`src/rtl/riscv_ctrl.sv`:
```
// Multi-cycle RISC-V control unit: sequences fetch/decode/exec/mem/writeback
// and raises a sticky trap on an illegal instruction, a memory timeout or a misaligned branch.
module riscv_ctrl #(
  parameter logic [31:0] RESET_PC = 32'h0000_0000,
  parameter logic [7:0]  TIMEOUT  = 8'd255
) (
  input  logic        clk,
  input  logic        rst_n,
  input  logic        invalid_i,
  input  logic        is_load,
  input  logic        is_store,
  input  logic        branch_taken,
  input  logic [31:0] branch_target,
  input  logic        mem_ready,
  output logic [31:0] pc,
  output logic        inst_req,
  output logic        ir_en,
  output logic        data_req,
  output logic        data_we,
  output logic        reg_write_en,
  output logic        trap,
  output logic [1:0]  trap_cause,
  output logic [2:0]  state,
  output logic [31:0] instret
);

  localparam int unsigned XLEN    = 32;
  localparam int unsigned CNT_W   = 8;
  localparam int unsigned CAUSE_W = 2;

  localparam logic [CAUSE_W-1:0] CAUSE_NONE     = CAUSE_W'(0);
  localparam logic [CAUSE_W-1:0] CAUSE_ILLEGAL  = CAUSE_W'(1);
  localparam logic [CAUSE_W-1:0] CAUSE_TIMEOUT  = CAUSE_W'(2);
  localparam logic [CAUSE_W-1:0] CAUSE_MISALIGN = CAUSE_W'(3);

  typedef enum logic [2:0] {
    S_FETCH  = 3'd0,
    S_DECODE = 3'd1,
    S_EXEC   = 3'd2,
    S_MEM    = 3'd3,
    S_WB     = 3'd4,
    S_TRAP   = 3'd7
  } state_e;

  state_e               state_q, state_d;
  logic [XLEN-1:0]      pc_q, instret_q;
  logic [CNT_W-1:0]     wait_cnt_q;
  logic [CAUSE_W-1:0]   trap_cause_q, trap_cause_d;
  logic                 trap_q;
  logic                 retire_req, retire_ok, wait_clr, wait_inc;
  logic                 wait_hit, retire_bad;

  assign wait_hit   = (wait_cnt_q + CNT_W'(1)) == TIMEOUT;
  assign retire_bad = branch_taken & (branch_target[1:0] != 2'b00);

  // Next-state decode; retire is resolved last so a misaligned target overrides it.
  always_comb begin
    state_d      = state_q;
    trap_cause_d = trap_cause_q;
    retire_req   = 1'b0;
    retire_ok    = 1'b0;
    wait_clr     = 1'b0;
    wait_inc     = 1'b0;
    case (state_q)
      S_FETCH: begin
        if (mem_ready) begin
          state_d = S_DECODE;
        end else if (wait_hit) begin
          state_d      = S_TRAP;
          trap_cause_d = CAUSE_TIMEOUT;
        end else begin
          wait_inc = 1'b1;
        end
      end
      S_DECODE: begin
        if (invalid_i) begin
          state_d      = S_TRAP;
          trap_cause_d = CAUSE_ILLEGAL;
        end else begin
          state_d = S_EXEC;
        end
      end
      S_EXEC: begin
        if (is_load | is_store) begin
          state_d  = S_MEM;
          wait_clr = 1'b1;
        end else begin
          state_d = S_WB;
        end
      end
      S_MEM: begin
        if (mem_ready) begin
          if (is_store) retire_req = 1'b1;
          else          state_d    = S_WB;
        end else if (wait_hit) begin
          state_d      = S_TRAP;
          trap_cause_d = CAUSE_TIMEOUT;
        end else begin
          wait_inc = 1'b1;
        end
      end
      S_WB:    retire_req = 1'b1;
      S_TRAP:  state_d    = S_TRAP;
      default: begin
        state_d  = S_FETCH;
        wait_clr = 1'b1;
      end
    endcase
    if (retire_req) begin
      if (retire_bad) begin
        state_d      = S_TRAP;
        trap_cause_d = CAUSE_MISALIGN;
      end else begin
        retire_ok = 1'b1;
        state_d   = S_FETCH;
        wait_clr  = 1'b1;
      end
    end
  end

  always_ff @(posedge clk or negedge rst_n) begin
    if (!rst_n) begin
      state_q      <= S_FETCH;
      pc_q         <= RESET_PC;
      instret_q    <= '0;
      wait_cnt_q   <= '0;
      trap_q       <= 1'b0;
      trap_cause_q <= CAUSE_NONE;
    end else begin
      state_q      <= state_d;
      trap_cause_q <= trap_cause_d;
      trap_q       <= (state_d == S_TRAP);
      if (retire_ok) begin
        pc_q      <= branch_taken ? branch_target : pc_q + XLEN'(4);
        instret_q <= instret_q + XLEN'(1);
      end
      if (wait_clr)      wait_cnt_q <= '0;
      else if (wait_inc) wait_cnt_q <= wait_cnt_q + CNT_W'(1);
    end
  end

  // Request strobes decode straight from state so the RAM sees them in the same cycle.
  assign inst_req     = (state_q == S_FETCH);
  assign ir_en        = (state_q == S_FETCH) & mem_ready;
  assign data_req     = (state_q == S_MEM);
  assign data_we      = (state_q == S_MEM) & is_store;
  assign reg_write_en = (state_q == S_WB);

  assign pc         = pc_q;
  assign instret    = instret_q;
  assign trap       = trap_q;
  assign trap_cause = trap_cause_q;
  assign state      = state_q;

endmodule

```
`config.mk`:
```
export PLATFORM = sky130hd
export DESIGN_NAME = riscv_ctrl
export DESIGN_NICKNAME = d
export VERILOG_FILES = /design/src/rtl/riscv_ctrl.sv
export SDC_FILE = /design/constraint.sdc
export NUM_CORES = 1
export LEC_CHECK = 0
export ABC_AREA = 1
export BUFFER_PORTS_ARGS = -buffer_cell sky130_fd_sc_hd__buf_2
export CAP_MARGIN = 25
export CORE_ASPECT_RATIO = 0.75
export CORE_MARGIN = 1.5
export CORE_UTILIZATION = 50
export CTS_CLUSTER_SIZE = 16
export DETAILED_ROUTE_END_ITERATION = 12
export PLACE_DENSITY = 0.77
export RECOVER_POWER = 50
export SYNTH_ARGS = -nofsm -noshare
export SYNTH_HDL_FRONTEND = slang
export SYNTH_SLANG_ARGS = --single-unit
```
`constraint.sdc`:
```
create_clock -name clk -period 1.98 [get_ports clk]
set_clock_uncertainty 0.1 [all_clocks]
set_input_delay 0.198 -clock clk [delete_from_list [all_inputs] [get_ports clk]]
set_output_delay 0.198 -clock clk [all_outputs]
set_load 0.005 [all_outputs]
```
==> impl_metrics.tcl <==
set metrics [dict create \
    outcome "complete, no violations" \
    vdd_drop_max_uv 740 \
    cts_tree "yes" \
    finalNetCount 911 \
    gp_congestion 0.974 \
    ys_ff_latch 78 \
    clock_latency_ns 0.34 \
    synth-edff-count 0 \
    design.portCount 114 \
    htreeDepth 3 \
    min_period_over_period_pct 98.4 \
    cts.sinks 78 \
    netlist_instances 686 \
    critical_path_class "reg -> reg" \
    dieWidth_um 118 \
    cp_max_fo 5 \
    mostFrequentLayoutCell "nand2_1" \
    synth_top_area_cell "dfrtp_1" \
    netlist_area_um2 4940 \
    coreArea_um2 9620 \
    synth_nets 729 \
    post-route-util_pct 68.3 \
    stdcell_count 1005 \
    cp.arrival_ns 2.10 \
    area_growth_pct 33.1 \
    slew_headroom_pct 49.3 \
    wl_per_cell_um 15.7 \
    synth_compound_area_share_pct 8.31 \
    seq_area_frac_synth_pct 39.5 \
    antenna_found_initial 0 \
    gr-total-overflow 0 \
    drt_first_pass_iters 5 \
    dp_hpwl_mm 11.8 \
    drive_gt1_share_pct 25.4 \
    n_antenna_cell 0 \
    hold_depth 3 \
    cts_made_buffers 9 \
    ctsRootBufferMaster "clkbuf_16" \
    finalInstanceArea_um2 6570 \
    synth_top_family_by_area "simple AND/OR/NAND/NOR gates" \
    start_kind "register" \
    worst_slew_pin_slew_ns 0.761 \
    finalHoldViolCount 0 \
    std_cell_rows 31 \
    whs_ns 0.00505 \
    ant_nets 0 \
    min_path_type "in -> reg" \
    synthFlopType "dfrtp_1" \
    max_cap_violations 0 \
    die_area_um2 10500 \
    pwr_density_cell_nw_per_um2 1210 \
    async_reset_ff_share_pct 100 \
    power_leakage_nw 3.32 \
    vias 5340 \
    synth_area_leaders "dfrtp_1 (40%), nand2_1 (16%), xor2_1 (6.2%)" \
    avgSynthCellArea_um2 7.20 \
    drc 0 \
    clk_path_buf_depth 2 \
    critical_path.cell_chain "buf_6 -> nand3_2 -> o21ai_1 -> nand2_1 -> nor2_1 -> nand2_2 -> nand2_2 -> nand4_1 -> inv_2 -> nand2_1 -> o21ai_0" \
    synthSimpleGateAreaFrac_pct 35.5 \
    grt_pass1_vias 4846 \
    required_ns 2.13 \
    start_util_pct 51.3 \
    first_iter_violations 485 \
    hold_end "pc[17]$_DFFE_PN0P_" \
    grt_usage_pct 29.6 \
    ys_warn_count 0 \
    yosysUniqueCellTypes 41 \
    reg2reg_to "wait_cnt_q[7]$_DFFE_PN0P_" \
    period_needed_ns 1.95 \
    path_clk_slew_ns 0.06 \
    synthXorXnorAreaFrac_pct 8.34 \
    place_area_um2 6010 \
    hold_start "branch_target[17]" \
    grt_max_degree 38 \
    slew_violations 0 \
    slowest_stage "dfrtp_1" \
    setup_viol 0 \
    layout_common_cells "nand2_1 (203), buf_2 (95), nor2_1 (73), dfrtp_1 (73), inv_1 (71)" \
    synthMuxAreaShare_pct 0 \
    r2r_slack_ns 0.03 \
    r2r_cells 11 \
    cp-end-kind "register" \
    synth-adder-area-share_pct 1.01 \
    die_height_um 89.1 \
    synth_top_cell_area_share_pct 39.5 \
    max_freq_mhz 513 \
    max_stage_delay_ns 0.42 \
    wirelength_mm 15.8 \
    grt_pass1_wl_mm 24.3 \
    rsz0062_at_grt "true" \
    reg2reg_from "wait_cnt_q[1]$_DFFE_PN0P_" \
    place.port_buffers 113 \
    dp.cells 968 \
    vias_per_cell 5.31 \
]
-- metrics by stage --
stage               total power [mW]  setup TNS [ns]  setup slack [ns]
floorplan                       4.40               0             0.182
global placement                5.86               0            0.0868
detailed placement              5.93               0            0.0443
CTS                             7.73               0           0.00676
global route                    8.46          -0.294           -0.0688
finish                          7.93               0            0.0321
-- area by class of cell --
| type | count | area, um2 |
|---|---|---|
| Fill cell | 881 | 3050 |
| Multi-Input combinational cell | 515 | 2710 |
| Sequential cell | 78 | 1960 |
| Timing Repair Buffer | 183 | 1120 |
| Inverter | 81 | 309 |
| Clock buffer | 10 | 239 |
| Tap cell | 132 | 165 |
| Clock inverter | 6 | 70.1 |
-- flip-flops by register name, indices dropped and copies added, names as in the netlist --
register	cells
wait_cnt_q	8
trap_cause	2
instret	32
trap	1
pc	32
state	3
-- cells by family (layout without fill, tap and decap cells) --
| kind of cell | Yosys count | after routing |
|---|---|---|
| and+or+nand+nor | 397 | 397 |
| AOI/OAI and AO/OA | 67 | 67 |
| buffers and inverters | 93 | 280 |
| xor gates and xnor gates | 47 | 47 |
| adders and majority gates | 4 | 4 |
| DFF | 78 | 78 |
-- metal layers --
layer	wire length, um	vias up	track usage, %
li1	-	2581	-
met1	7520	2498	43.7
met2	6720	245	44.7
met3	1310	16	6.19
met4	220	0	7.21
met5	0	-	0
-- worst max-delay path by stage --
| stage | from | end | slack (ns) | depth (start not counted) |
|---|---|---|---|---|
| final | wait_cnt_q[1]$_DFFE_PN0P_ | wait_cnt_q[7]$_DFFE_PN0P_ | 0.03 | 11 |
| after global routing | instret[26]$_DFFE_PN0P_ | instret[28]$_DFFE_PN0P_ | -0.07 | 8 |
| after CTS | state[0]$_DFF_PN0_ | pc[16]$_DFFE_PN0P_ | 0.007 | 11 |
| after detailed placement | wait_cnt_q[0]$_DFFE_PN0P_ | wait_cnt_q[7]$_DFFE_PN0P_ | 0.04 | 11 |
| after global placement | state[0]$_DFF_PN0_ | pc[16]$_DFFE_PN0P_ | 0.09 | 10 |
| after floorplan | pc[2]$_DFFE_PN0P_ | pc[18]$_DFFE_PN0P_ | 0.18 | 9 |
-- worst max-delay path: cells and delay by family, from the launching register on --
kind	cells	cell delay, ns
simple gates	7	0.81
compound gates	2	0.22
flops	1	0.42
buf+inv	2	0.31
-- synthesized netlist by cell type (all sizes together) (2+ instances only) --
master	instances
o221ai	3
o22ai	4
nand2	212
nor4	5
o21bai	2
nand4	17
xnor2	12
ha	4
a211oi	3
buf	8
nand3b	2
xor2	35
or2	2
nand3	41
nor3	33
o211ai	12
dfrtp	78
a21oi	6
inv	80
clkbuf	4
nor2	83
o21ai	34
-- repair_timing --
item	CTS	global route
hold endpoints to repair	38	0
resized for setup	0	31
setup endpoints to repair	0	36
setup buffers	0	8
hold buffers	13	0
-- report_power, final --
part	leakage, nW	total (mW)	switching (mW)	internal [mW]
registers	0.985	2.65	0.557	2.09
clock network	0.141	1.74	0.724	1.02
logic	2.19	3.54	2.07	1.47
Note: power is estimated with default switching activity, not from simulation.
